===== src/rtl/midi_message_decoder_pkg.sv =====
// midi_message_decoder_pkg: shared MIDI types for the decoder and voice pipeline
//   note_change_t : {status ON/OFF, note_number[6:0], velocity[6:0]}
//   status-type constants and the decoder state enum
package MIDI;
    localparam int DATA_WIDTH = 7;
    typedef enum logic {
        OFF = 1'b0,
        ON  = 1'b1
    } note_status_t;
    typedef struct packed {
        note_status_t          status;
        logic [DATA_WIDTH-1:0] note_number;
        logic [DATA_WIDTH-1:0] velocity;
    } note_change_t;
    localparam logic [3:0] NOTE_OFF         = 4'h8;
    localparam logic [3:0] NOTE_ON          = 4'h9;
    localparam logic [3:0] CONTROL_CHANGE   = 4'hB;
    localparam logic [3:0] PROGRAM_CHANGE   = 4'hC;
    localparam logic [3:0] CHANNEL_PRESSURE = 4'hD;
    localparam logic [7:0] SYSEX_START      = 8'hF0;
    localparam logic [7:0] SYSEX_END        = 8'hF7;
    localparam logic [7:0] REALTIME_MIN     = 8'hF8;
    typedef enum logic [1:0] {
        IDLE,
        DATA1,
        DATA2,
        SYSEX
    } dec_state_t;
    function automatic logic is_two_byte(input logic [3:0] msg_type);
        return !(msg_type == PROGRAM_CHANGE || msg_type == CHANNEL_PRESSURE);
    endfunction
endpackage


===== src/rtl/midi_message_decoder.sv =====
// midi_message_decoder: MIDI byte stream -> note change / control change events
//   clock_50_000_000, reset (sync, active-high)
//   byte_data[7:0], byte_valid : received byte and its one-cycle strobe
//   note, note_ready           : last note message and its update pulse
//   cc_number, cc_value, cc_ready : last control change and its update pulse
//   MIDI_OMNI_EN defined: accept all channels; otherwise only CHANNEL is emitted
module midi_message_decoder
    import MIDI::*;
#(
    parameter int CHANNEL = 0
) (
    input  logic               clock_50_000_000,
    input  logic               reset,
    input  logic [7:0]         byte_data,
    input  logic               byte_valid,
    output MIDI::note_change_t note,
    output logic               note_ready,
    output logic [6:0]         cc_number,
    output logic [6:0]         cc_value,
    output logic               cc_ready
);
    dec_state_t   state, state_next;
    logic [7:0]   running_status, running_status_next;
    logic [6:0]   data1, data1_next;
    note_change_t note_next;
    logic         note_ready_next, cc_ready_next;
    logic [6:0]   cc_number_next, cc_value_next;
    logic [3:0]   msg_type;
    logic         channel_ok, status_byte, data_byte;

    assign msg_type    = running_status[7:4];
    // realtime bytes fall through both classes and leave everything untouched
    assign status_byte = byte_valid && byte_data[7] && byte_data < REALTIME_MIN;
    assign data_byte   = byte_valid && !byte_data[7];
`ifdef MIDI_OMNI_EN
    assign channel_ok  = 1'b1;
`else
    assign channel_ok  = running_status[3:0] == 4'(CHANNEL);
`endif

    always_ff @(posedge clock_50_000_000) begin
        if (reset) begin
            state          <= IDLE;
            running_status <= '0;
            data1          <= '0;
            note           <= '0;
            note_ready     <= 1'b0;
            cc_number      <= '0;
            cc_value       <= '0;
            cc_ready       <= 1'b0;
        end else begin
            state          <= state_next;
            running_status <= running_status_next;
            data1          <= data1_next;
            note           <= note_next;
            note_ready     <= note_ready_next;
            cc_number      <= cc_number_next;
            cc_value       <= cc_value_next;
            cc_ready       <= cc_ready_next;
        end
    end

    always_comb begin
        state_next          = state;
        running_status_next = running_status;
        data1_next          = data1;
        note_next           = note;
        note_ready_next     = 1'b0;
        cc_number_next      = cc_number;
        cc_value_next       = cc_value;
        cc_ready_next       = 1'b0;
        if (status_byte) begin
            // channel status latches running status; system common clears it
            running_status_next = (byte_data < SYSEX_START) ? byte_data : 8'h00;
            state_next = (byte_data < SYSEX_START) ? DATA1 :
                         (byte_data == SYSEX_START) ? SYSEX : IDLE;
        end else if (data_byte && state == DATA1) begin
            data1_next = byte_data[6:0];
            state_next = is_two_byte(msg_type) ? DATA2 : DATA1;
        end else if (data_byte && state == DATA2) begin
            state_next = DATA1;
            if (channel_ok && (msg_type == NOTE_ON || msg_type == NOTE_OFF)) begin
                note_next = '{
                    status:      (msg_type == NOTE_ON && byte_data[6:0] != 7'd0) ? ON : OFF,
                    note_number: data1,
                    velocity:    byte_data[6:0]
                };
                note_ready_next = 1'b1;
            end
            if (channel_ok && msg_type == CONTROL_CHANGE) begin
                cc_number_next = data1;
                cc_value_next  = byte_data[6:0];
                cc_ready_next  = 1'b1;
            end
        end
    end
endmodule


===== config.mk =====
export PLATFORM = sky130hd
export DESIGN_NAME = midi_message_decoder
export DESIGN_NICKNAME = d
export VERILOG_FILES = /design/src/rtl/midi_message_decoder_pkg.sv /design/src/rtl/midi_message_decoder.sv
export SDC_FILE = /design/constraint.sdc
export NUM_CORES = 1
export LEC_CHECK = 0
export ABC_AREA = 0
export CAP_MARGIN = 40
export CORE_MARGIN = 1
export CORE_UTILIZATION = 40
export DETAILED_ROUTE_END_ITERATION = 16
export MAX_ROUTING_LAYER = met4
export PLACE_DENSITY = 0.66
export SYNTH_ARGS = -nofsm -noshare
export SYNTH_HDL_FRONTEND = slang
export SYNTH_SLANG_ARGS = --single-unit
export TNS_END_PERCENT = 100

===== constraint.sdc =====
create_clock -name clock_50_000_000 -period 3.5 [get_ports clock_50_000_000]
set_clock_uncertainty 0.2 [all_clocks]
set_input_delay 0.35 -clock clock_50_000_000 [delete_from_list [all_inputs] [get_ports clock_50_000_000]]
set_output_delay 0.35 -clock clock_50_000_000 [all_outputs]
set_load 0.005 [all_outputs]

Word-level counts from Yosys, hierarchy flattened
Cells that the tools add are included.
Widths: inputs -> output; s select.
{ "word_totals": {"regBits": 48, "inputBits": 11, "out_inout_bits": 31, "wordCells": 51} }
{ "op_classes": {"order_cmp": 2, "n_eq_ne": 8, "mux": 10, "n_bitwise": 3, "n_reduce_logical": 18} }
{ "op_table": {"columns": ["cell", "count"], "rows": [
  ["$eq 4x4->1 const B", 5],
  ["$lt 8x8->1 const B", 2],
  ["$mux 2", 6],
  ["$eq 8x8->1 const B", 1],
  ["$logic_and 1x1->1", 8],
  ["$mux 8", 1],
  ["$reduce_and 4->1", 2],
  ["$reduce_bool 7->1", 1],
  ["$logic_not 4->1", 1],
  ["$reduce_or 4->1", 1],
  ["$mux 1", 3],
  ["$not 1->1", 3],
  ["$reduce_bool 3->1", 1],
  ["$eq 2x1->1 const B", 1],
  ["$eq 2x2->1 const B", 1],
  ["$logic_or 1x1->1", 2],
  ["$reduce_and 2->1", 1],
  ["$logic_not 1->1", 1]
]} }

Longest topological paths before layout
Gate-level depths: netlist of the first run.
{ "logic_depth": {"ltp_word": 6, "ltp_mapped": 5, "mapped_depth_nobuf": 4} }

Least setup slack after synthesis of the first run
Ideal clock, no wire load.
{ "synth_timing": {"path_kind": "reg-to-reg", "startpoint": "register running_status[0]", "endpoint": "register note[10] (netlist name)", "setup_time_ps": 128, "t_arrival_ps": 1252, "t_required_ps": 3172, "setup_slack_ps": 1920, "path_stages_with_launch": 6, "path_buffers": 1, "period_less_slack_ps": 1580, "path_cell_list": "dfxtp_1 nor4_4 nand3_4 buf_6 mux2i_1 nor2_1"} }
{ "synth_between": {"elab_chain_cells": 3} }
{ "synth_lines": {"columns": ["item", "line_no", "text"], "rows": [
  ["start, declared", "midi_message_decoder.sv:23", "logic [7:0] running_status, running_status_next;"],
  ["start signal, assigned", "midi_message_decoder.sv:53", "running_status <= running_status_next;"],
  ["$logic_not 4->1", "midi_message_decoder.sv:38", "assign channel_ok = running_status[3:0] == 4'(CHANNEL);"],
  ["$logic_and 1x1->1", "midi_message_decoder.sv:82", "if (channel_ok && (msg_type == NOTE_ON || msg_type == NOTE_OFF)) begin"],
  ["$reduce_and 4->1 (no source line)", null, null],
  ["end signal, assigned", "midi_message_decoder.sv:55", "note <= note_next;"],
  ["end, declared", "midi_message_decoder.sv:16", "output MIDI::note_change_t note,"]
]} }
Every way passes these cells.
A chain may end at the register's enable or synchronous reset.

Worst setup path after layout of the first run
{ "layout_timing": {"startpoint": "input port byte_data[3]", "endpoint": "register state[0]"} }
{ "layout_between": {"elab_chain_cells": 4, "elab_cells_between_ends": 8, "classes_between": "order compare: 2; eq/ne: 1; mux: 3; reduce/logical: 2"} }
{ "layout_lines": {"columns": ["item", "line_no", "text"], "rows": [
  ["start, declared", "midi_message_decoder.sv:14", "input logic [7:0] byte_data,"],
  ["parallel branches: the longest is 4 deep, another holds $lt 8x8->1", null, null],
  ["end signal, assigned", "midi_message_decoder.sv:52", "state <= state_next;"],
  ["end, declared", "midi_message_decoder.sv:22", "dec_state_t state, state_next;"]
]} }
Parallel ways; which one is timed is not known.

==> flow_summary.rst, run 1 <==
.. list-table::
   :header-rows: 1

   * - Metric
     - Value
   * - Fraction of final layout cells sized beyond drive strength 1
     - under 10%
   * - PD cells
     - approximately 430 nW/um2
   * - Number of detailed-routing iterations run before antenna repair
     - 4
   * - Post-Syn Area
     - 1818 um2
   * - Leakage
     - about 1.0 nW
   * - Post-synthesis area per instance
     - ~10 um2
   * - Pins over their slew limit
     - 0
   * - Worst path arrival time
     - between 1500 and 2000 ps
   * - WL final
     - between 3 and 4 mm
   * - Max-cap check violation count
     - 0
   * - Post-placement cell area
     - 2253 um2
   * - CTS tree
     - built
   * - Kind of end point of the critical path
     - flop
   * - Clk slew on worst S/H paths
     - about 90 ps
   * - Post-layout minimum cycle time
     - around 2000 ps
   * - Setup Crit Path Kind
     - primary input to flop
   * - Largest area contributor in the netlist
     - dfxtp_1
   * - P&R area growth vs syn
     - 29.87%
   * - Hold buffers post-CTS
     - 0
   * - Total of warnings raised by yosys
     - 0
   * - Final Hold Viols
     - 0
   * - Number of global-route vias before repair
     - about 1,400
   * - Register bit total from synthesis
     - 48
   * - Insertion delay to the later sink of the worst-skew pair
     - just under 300 ps
   * - Net count of the finished layout
     - between 200 and 250
   * - Clk sinks
     - 48
   * - Post-Layout Inst Area
     - about 2400 um2
   * - Type of the tightest min-delay check
     - flop to flop
   * - Post-synth top flop
     - dfxtp_1
   * - Slew headroom
     - about 60%
   * - Buffer levels on the longest clock path
     - 2
   * - Setup repair bufs after CTS
     - 0
   * - Core area
     - roughly 4400 um2
   * - Period Utilization, post-route
     - ~56%
   * - Mux share of post-synthesis cell area
     - around a fifth
   * - RSZ-0062 raised after global routing
     - no
   * - Overall overflow remaining after global route
     - 0
   * - Number of instances in the synthesized netlist
     - about 170
   * - Run status
     - finished, final reports clean
   * - Gates resized, CTS repair
     - 0
   * - Total track usage
     - between 15 and 20%
   * - Cell-by-cell trace of the critical path
     - clkdlybuf4s50_1, nand4_1, a221oi_1, o32a_1, nor2_1
   * - Footprint of the flip-flops and latches
     - between 900 and 1000 um2
   * - Worst setup margin
     - 1544 ps
   * - Proportion of synthesized flip-flops having asynchronous set or reset
     - 0%
   * - Sum of negative setup slack
     - 0 ps
   * - Most frequent cells after synthesis
     - dfxtp_1, nor2_1, mux2i_1, clkbuf_1, a22o_1
   * - Hpwl dp
     - around 2.7 mm
   * - Buffers on Ports
     - between 40 and 50
   * - Required time reported for the critical path endpoint
     - around 3500 ps
   * - Worst hold margin
     - 280.6 ps
   * - Horizontal die dimension
     - roughly 69 um
   * - Clock Tree Root
     - clkbuf_8
   * - Vias post-DR
     - 1,365
   * - Std cell rows
     - 24
   * - Final weighted congestion in routability-driven placement
     - 0.7658
   * - Number of setup violations in the final report
     - 0
   * - Total die area
     - 4818 um2
   * - Fraction of the mapped netlist area in simple logic gates
     - around 18%
   * - Xor and xnor fraction of the mapped netlist area
     - 0%
   * - Effective utilization at floorplan
     - 41.75%
   * - Initial antenna violation count
     - 0
   * - DIE HEIGHT
     - between 60 and 70 um
   * - CTS H-tree depth
     - 2
   * - Combinational family with the most area after synthesis
     - multiplexers
   * - Synth Area in Compound Gates
     - a little over 6%
   * - Slowest library cell on the worst path
     - clkdlybuf4s50_1
   * - IO Pins
     - 42
   * - EDFF count, synth
     - 0
   * - Filler Cells Inserted
     - approximately 380
   * - Worst supply voltage drop on vdd
     - 0.2746 mV
   * - Multi-input gate area
     - 798.3 um2
   * - Crit path largest cell delay
     - ~720 ps
   * - Via density
     - 5.151
   * - Worst setup SP type
     - primary input
   * - Post-Synthesis Net Count
     - between 150 and 200
   * - Share of synthesized area occupied by flip-flops and latches
     - between 50% and 60%
   * - Cell types with the largest area share after synthesis
     - dfxtp_1, mux2i_1, nor2_1, a22o_1, nand3_4
   * - Top-area cell type share of the netlist area
     - 52.86%
   * - F_max
     - ~0.5 GHz
   * - Post-Place Setup Slack
     - approximately 1300 ps
   * - Adder-cell share of the synthesized area
     - 0%
   * - Cell with the most instances after synthesis
     - dfxtp_1
   * - Remaining DRCs
     - 0
   * - Slew at the pin closest to its max-slew limit
     - around 590 ps
   * - Inserted Diodes
     - 0
   * - Number of nets with antenna violations after routing
     - 0
   * - Yosys cell types
     - 28
   * - Pin count of the biggest net entering global routing
     - 31
   * - First-pass GRT wire length
     - roughly 6.7 mm
   * - Total clock buffers created by CTS
     - 5
   * - Average wire per standard cell
     - 14.76 um
   * - Number of DRC markers in iteration 0
     - 70
   * - CP max FO
     - 9
==> cells by family (layout without fill, tap and decap cells) <==
| family | count (synthesis) | count (layout) |
|---|---|---|
| AND/OR/NAND/NOR | 63 | 63 |
| flip-flops | 48 | 48 |
| multiplexers | 35 | 35 |
| AO/OA/AOI/OAI | 15 | 15 |
| buffers and inverters | 13 | 52 |
==> worst max-delay path: cells and delay by family <==
kind / cells / cell delay, ps
and+or+nand+nor: 2 / 180
buffers and inverters: 1 / 720
AOI/OAI and AO/OA: 2 / 670
==> routing by layer <==
layer  wire [um]  track usage [%]  share of wire (%)  vias up
met5           0                -                  0        -
met4          61            9.070                1.6        0
met1        1765            20.24                 45      653
li1            -                -                  -      678
met2        1947            29.56                 50       28
met3         136            4.797                3.5        6
==> placed cells by master (no fill, tap or decap), types with 2 or more instances in the layout <==
cell type / Yosys / layout
a21oi_1: 4 / 4
nand3_4: 2 / 2
mux2i_1: 35 / 35
clkdlybuf4s50_1: 0 / 41
nor4_1: 2 / 2
nand2_1: 4 / 4
nor3_1: 4 / 4
clkbuf_8: 0 / 5
buf_4: 0 / 2
dfxtp_1: 48 / 48
nor2_1: 41 / 41
a22o_1: 6 / 6
==> power by group <==
part           switching [mW]  leakage [nW]  internal (mW)
clock network           0.172        0.0552          0.212
logic                  0.0347         0.602         0.0272
registers             0.00736         0.388          0.554
==> final timing paths <==
check / from / endpoint / slack, ps / cells past startpoint
min: note[14] / note[14] / 280 / 2
min reg2reg: note[14] / note[14] / 280 / 2
max: byte_data[3] / state[0] / 1540 / 5
max reg2reg: running_status[7] / note[14] / 1690 / 4
==> stage by stage <==
step | instances | power [mW] | util (%)
2_1_floorplan | 174 | 0.6107 | -
4_1_cts | 265 | 1.021 | 54.22
5_1_grt | 265 | 1.055 | 54.22
3_3_place_gp | 257 | 0.6337 | 51.75
6_report | 265 | 1.007 | 54.22
3_5_place_dp | 257 | 0.6359 | 51.75
==> area by class of cell <==
type                            count  area share (%)
Inverter                            1          0.1590
Timing Repair Buffer               43           18.02
Multi-Input combinational cell    113           33.81
Sequential cell                    48           40.70
Clock buffer                        6           3.074
Clock inverter                      2           1.484
Tap cell                           52           2.756
==> flip-flops by register name, summed over array words and instances (netlist names) <==
name	flops
cc_number	7
note_ready	1
data1	7
cc_ready	1
cc_value	7
state	2
running_status	8
note	15
No activity file was read; power rests on OpenSTA's default activity.
==> run 2: changes to the inputs <==
==> constraint.sdc (replaced) <==
create_clock -name clock_50_000_000 -period 1.8 [get_ports clock_50_000_000]
set_clock_uncertainty 0.2 [all_clocks]
set_input_delay 0.18 -clock clock_50_000_000 [delete_from_list [all_inputs] [get_ports clock_50_000_000]]
set_output_delay 0.18 -clock clock_50_000_000 [all_outputs]
set_load 0.005 [all_outputs]
==> run 2 against run 1 <==
Against the previous run: critical path depth up 1; highest routed layer unchanged; non-clock buffer count is 23 higher; critical path type unchanged; final cell count up 7.9%.
==> flow_summary.rst, run 2 (synthesis results as in run 1) <==
.. list-table::
   :header-rows: 1

   * - Metric
     - Value
   * - Buffers on Ports
     - 41
   * - Kind of end point of the critical path
     - flop
   * - Average wire per standard cell
     - 14.55 um
   * - Effective utilization at floorplan
     - a little over two fifths
   * - Std cell rows
     - 24
   * - Clk sinks
     - 48
   * - Post-route non-filler standard cell count
     - approximately 290
   * - CP max FO
     - 6
   * - Final Hold Viols
     - 0
   * - Period Utilization, post-route
     - 95.65%
   * - Delay-heaviest family, CP
     - buffers and inverters
   * - Run status
     - finished, final reports clean
   * - Cells after DPL
     - 280
   * - DIE HEIGHT
     - roughly 69 um
   * - Critical R2R Launch
     - running_status[0]
   * - Number of nets with antenna violations after routing
     - 0
   * - Worst path buffer plus inverter count
     - 3
   * - CTS tree
     - built
   * - Type of the tightest min-delay check
     - flop to flop
   * - Total die area
     - between 4000 and 5000 um2
   * - Top cell by count, worst path
     - buf_4
   * - Max-cap check violation count
     - 0
   * - Total clock buffers created by CTS
     - 5
   * - Filler Cells Inserted
     - between 300 and 400
   * - Clk slew on worst S/H paths
     - ~80 ps
   * - Sum of negative setup slack
     - 0 ps
   * - Via density
     - ~5.0
   * - Slowest library cell on the worst path
     - clkdlybuf4s50_1
   * - Finished Core Util
     - about 60%
   * - Buffer levels on the longest clock path
     - 2
   * - Number of flip-flops under the largest register name
     - 15
   * - CTS H-tree depth
     - 2
   * - Fraction of final layout cells sized beyond drive strength 1
     - between 15 and 20%
   * - Vias post-DR
     - 1,430
   * - Number of setup violations in the final report
     - 0
   * - Setup repair bufs after CTS
     - 0
   * - Worst reg2reg endpoint
     - cc_value[4]
   * - P&R area growth vs syn
     - 40.26%
   * - Required time reported for the critical path endpoint
     - 1780 ps
   * - Post-layout minimum cycle time
     - about 1700 ps
   * - PD cells
     - slightly below 800 nW/um2
   * - Worst setup path startpoint
     - byte_data[7]
   * - Inserted Diodes
     - 0
   * - RSZ-0062 raised after global routing
     - no
   * - First-pass GRT wire length
     - just over 7 mm
   * - Pin count of the biggest net entering global routing
     - 20
   * - WL final
     - 4.162 mm
   * - Worst setup SP type
     - primary input
   * - Capture point of the worst path
     - data1[2]
   * - Register-to-register setup slack
     - between 150 and 200 ps
   * - Horizontal die dimension
     - 69.42 um
   * - Insertion delay to the later sink of the worst-skew pair
     - 290 ps
   * - Count of cells along the worst register-to-register path
     - 5
   * - F_max
     - just under 0.6 GHz
   * - Cell-by-cell trace of the critical path
     - clkdlybuf4s50_1, buf_4, nor4bb_2, buf_4, mux2i_1, nor2_1
   * - Commonest cells after routing, fill and taps aside
     - dfxtp_1, nor2_1, clkdlybuf4s50_1
   * - Instance count on the critical path
     - 6
   * - Worst path arrival time
     - ~1700 ps
   * - Number of global-route vias before repair
     - roughly 1,500
   * - Footprint of the flip-flops and latches
     - roughly 960 um2
   * - Total track usage
     - a little under a fifth
   * - Core area
     - approximately 4400 um2
   * - Setup Crit Path Kind
     - primary input to flop
   * - Hold buffers post-CTS
     - 0
   * - Number of detailed-routing iterations run before antenna repair
     - 4
   * - Leakage
     - 1.162 nW
   * - Post-Layout Inst Area
     - ~2500 um2
   * - Worst supply voltage drop on vdd
     - 0.4129 mV
   * - Pins over their slew limit
     - 0
   * - Most frequent standard cell in the layout excluding fill and tap cells
     - dfxtp_1
   * - Hpwl dp
     - slightly above 3 mm
   * - Number of DRC markers in iteration 0
     - between 90 and 100
   * - Crit path largest cell delay
     - 460 ps
   * - Register with the most flip-flops
     - note
   * - Overall overflow remaining after global route
     - 0
   * - Final weighted congestion in routability-driven placement
     - between 0.8 and 0.9
   * - Slew headroom
     - around 70%
   * - IO Pins
     - between 40 and 50
   * - Slew at the pin closest to its max-slew limit
     - 463.4 ps
   * - Initial antenna violation count
     - 0
   * - Registers with the most flip-flops
     - note x15, running_status x8
   * - Net count of the finished layout
     - ~250
   * - Gates resized, CTS repair
     - 0
   * - Clock Tree Root
     - clkbuf_8
   * - Post-placement cell area
     - about 2500 um2
   * - Multi-input gate area
     - 798.3 um2
   * - Remaining DRCs
     - 0
## run 2: cell count changes in the layout (fill, tap and decap cells not counted)
cell / change
clkinv_2: -1
clkbuf_1: -1
buf_12: +2
buf_4: +21
## run 2: per-stage QoR
stage               setup WS (ps)  hold WS, ps  power [mW]
finish                      78.26        286.1       1.963
global route                18.49        324.8       2.035
CTS                         112.5        298.8       1.975
detailed placement         -178.0        252.8       1.265
global placement           -138.3        245.9       1.263
floorplan                   220.0        113.0       1.188
## run 2: power breakdown
group	internal (mW)	total, mW	switching, mW
clock	0.399	0.722	0.323
sequential	1.08	1.09	0.0148
combinational	0.0762	0.149	0.0727
total	1.55	1.96	0.411
## run 2: how the worst min path moves through the flow
stage                            start           endpoint  slack [ps]  cells after the start
after floorplan           byte_data[2]  running_status[2]         110                      1
after global placement        note[14]           note[14]         250                      2
after detailed placement      note[14]           note[14]         250                      2
after CTS                     note[14]           note[14]         300                      2
after global routing          note[14]           note[14]         320                      2
final                         note[14]           note[14]         290                      2
## run 2: final cells by class
cell class / count / share of cell area, %
clock buffers: 5 / 2.699
inverters: 1 / 0.1472
repair buffers: 66 / 24.44
flip-flops and latches: 48 / 37.68
well taps: 52 / 2.552
multi-input cells: 113 / 31.31
clock inverters: 1 / 1.178
## run 2: tightest hold or removal path, delay by kind of cell (launching register included)
family | cells | cell delay, ps
flops | 1 | 320
simple gates | 1 | 60
compound gates | 1 | 60
## run 2: layer usage
layer  vias to the layer above  wire, um  global-route usage (%)
met3                         4       108                   2.762
met1                       677      1960                   24.37
li1                        720         -                       -
met5                         -         0                       -
met4                         0        39                   7.256
met2                        29      2054                   30.31
==> run 3: changes to the inputs <==
--- a/config.mk
+++ b/config.mk
@@ -7,11 +7,13 @@
 export LEC_CHECK = 0
 export ABC_AREA = 0
 export CAP_MARGIN = 40
+export CELL_PAD_IN_SITES_DETAIL_PLACEMENT = 0
+export CELL_PAD_IN_SITES_GLOBAL_PLACEMENT = 1
 export CORE_MARGIN = 1
-export CORE_UTILIZATION = 40
+export CORE_UTILIZATION = 37
 export DETAILED_ROUTE_END_ITERATION = 16
 export MAX_ROUTING_LAYER = met4
-export PLACE_DENSITY = 0.66
+export PLACE_DENSITY_LB_ADDON = 0.1
 export SYNTH_ARGS = -nofsm -noshare
 export SYNTH_HDL_FRONTEND = slang
 export SYNTH_SLANG_ARGS = --single-unit
==> run 3 against run 2 <==
Against the previous run: critical path depth is 1 lower; sequential cell count stayed put; via count is 2.7% higher; largest power group unchanged.
==> flow_summary.rst, run 3 (synthesis results as in run 1) <==
.. list-table::
   :header-rows: 1

   * - Metric
     - Value
   * - Run status
     - finished, final reports clean
   * - DIE HEIGHT
     - approximately 72 um
   * - IO Pins
     - 42
   * - Buffer levels on the longest clock path
     - 2
   * - Worst setup SP type
     - flop
   * - Fraction of final layout cells sized beyond drive strength 1
     - 15.74%
   * - Clock Tree Root
     - clkbuf_8
   * - Period Utilization, post-route
     - a little over 90%
   * - Final weighted congestion in routability-driven placement
     - 0.9017
   * - Average wire per standard cell
     - between 10 and 15 um
   * - Sum of negative setup slack
     - 0 ps
   * - Worst supply voltage drop on vdd
     - around 0.43 mV
   * - Remaining DRCs
     - 0
   * - Type of the tightest min-delay check
     - flop to flop
   * - First-pass GRT wire length
     - 6.920 mm
   * - F_max
     - 0.6115 GHz
   * - Clk sinks
     - 48
   * - Share of power burned in the clock network
     - between 30% and 40%
   * - Insertion delay to the later sink of the worst-skew pair
     - 290 ps
   * - PD cells
     - between 700 and 800 nW/um2
   * - Post-layout minimum cycle time
     - about 1600 ps
   * - Cells after DPL
     - between 200 and 300
   * - Total power draw
     - approximately 1.9 mW
   * - Worst reg2reg endpoint
     - note[10]
   * - Multi-input gate area
     - 798.3 um2
   * - Pin count of the biggest net entering global routing
     - 22
   * - Switching share of power
     - between 20% and 30%
   * - Worst setup path startpoint
     - running_status[0]
   * - Count of cells along the worst register-to-register path
     - 5
   * - Most frequent standard cell in the layout excluding fill and tap cells
     - dfxtp_1
   * - Inserted Diodes
     - 0
   * - WL final
     - 4.210 mm
   * - Overall overflow remaining after global route
     - 0
   * - Worst path arrival time
     - 1630 ps
   * - CP max FO
     - 5
   * - Met3 WL post-DR
     - approximately 210 um
   * - Pins over their slew limit
     - 0
   * - Setup Crit Path Kind
     - flop to flop
   * - Required time reported for the critical path endpoint
     - ~1800 ps
   * - Setup repair bufs after CTS
     - 0
   * - CTS H-tree depth
     - 2
   * - Buffers on Ports
     - 41
   * - Total net switching power
     - about 430 uW
   * - Metal2 WL
     - between 2 and 2.5 mm
   * - CTS tree
     - built
   * - Post-Route M1 WL
     - 1.831 mm
   * - Number of flip-flops under the largest register name
     - 15
   * - Design internal power
     - 1.460 mW
   * - Registers with the most flip-flops
     - note x15, running_status x8
   * - Top layer used by detailed routing
     - met4
   * - Total clock buffers created by CTS
     - 5
   * - Clk slew on worst S/H paths
     - 80 ps
   * - Slew headroom
     - between 70 and 80%
   * - Commonest cells after routing, fill and taps aside
     - dfxtp_1, nor2_1, clkdlybuf4s50_1
   * - Gates resized, CTS repair
     - 0
   * - Horizontal die dimension
     - around 72 um
   * - Number of detailed-routing iterations run before antenna repair
     - 4
   * - Vias post-DR
     - roughly 1,500
   * - Hold path startpoint
     - note[14]
   * - Kind of end point of the critical path
     - flop
   * - Post-route non-filler standard cell count
     - slightly above 300
   * - Std cell rows
     - 25
   * - Final Hold Viols
     - 0
   * - Hpwl dp
     - about 3.3 mm
   * - Initial antenna violation count
     - 0
   * - Number of DRC markers in iteration 0
     - 48
   * - Core area
     - 4723 um2
   * - Via density
     - between 4 and 5
   * - Effective utilization at floorplan
     - 38.49%
   * - Register with the most flip-flops
     - note
   * - RSZ-0062 raised after global routing
     - no
   * - Number of nets with antenna violations after routing
     - 0
   * - Capture point of the worst path
     - note[10]
   * - Total die area
     - approximately 5200 um2
   * - Part of the power in registers
     - approximately 58%
   * - Share of power burned in combinational logic
     - ~7.9%
   * - Total track usage
     - about 18%
   * - Net count of the finished layout
     - ~250
   * - Footprint of the flip-flops and latches
     - 960.9 um2
   * - Max-cap check violation count
     - 0
   * - Hold buffers post-CTS
     - 0
   * - Critical R2R Launch
     - running_status[0]
   * - Number of global-route vias before repair
     - around 1,500
   * - Number of setup violations in the final report
     - 0
   * - Filler Cells Inserted
     - 429
   * - P&R area growth vs syn
     - 40.54%
   * - Slew at the pin closest to its max-slew limit
     - just over 400 ps
   * - Leakage
     - 1.160 nW
   * - Register-to-register setup slack
     - between 150 and 200 ps
## run 3: power groups by stage
| stage | clock, mW | combinational [mW] | sequential, mW |
|---|---|---|---|
| final | 0.646 | 0.149 | 1.09 |
| after global routing | 0.706 | 0.164 | 1.09 |
| after CTS | 0.672 | 0.150 | 1.09 |
| after detailed placement | 0 | 0.150 | 1.12 |
| after global placement | 0 | 0.147 | 1.12 |
| after floorplan | 0 | 0.0752 | 1.11 |
## run 3: worst min path at each step
stage | end | cells after the start
after floorplan | running_status[2] | 1
after global placement | note[14] | 2
after detailed placement | note[14] | 2
final | note[14] | 2
after CTS | note[14] | 2
after global routing | note[14] | 2
## run 3: worst max-delay path, stage by stage (launching register included)
cell	delay [ps]
dfxtp_1	340
nor4_4	420
nand3_4	160
buf_4	200
mux2i_1	160
nor2_1	50
## run 3: stage by stage
step / cell area (um2) / hold slack, ps / setup slack, ps / util [%]
floorplan: 1818 / 113.0 / 220.0 / -
global route: 2555 / 306.4 / 81.15 / 54.09
finish: 2555 / 263.2 / 164.8 / 54.09
detailed placement: 2462 / 253.7 / -102.8 / 52.13
CTS: 2555 / 266.1 / 136.5 / 54.09
global placement: 2462 / 246.1 / -60.94 / 52.13
## run 3: routing by layer
metal  track usage (%)  vias up
li1                  -      721
met1             21.58      692
met2             28.87       43
met3             4.306       12
met4             9.368        0
met5                 -        -
## run 3: final cells by class
class	instances	area share, %
clock inverters	2	0.3918
multi-input cells	113	31.24
inverters	1	0.1469
well taps	67	3.281
repair buffers	65	24.09
clock buffers	6	3.232
flip-flops and latches	48	37.61
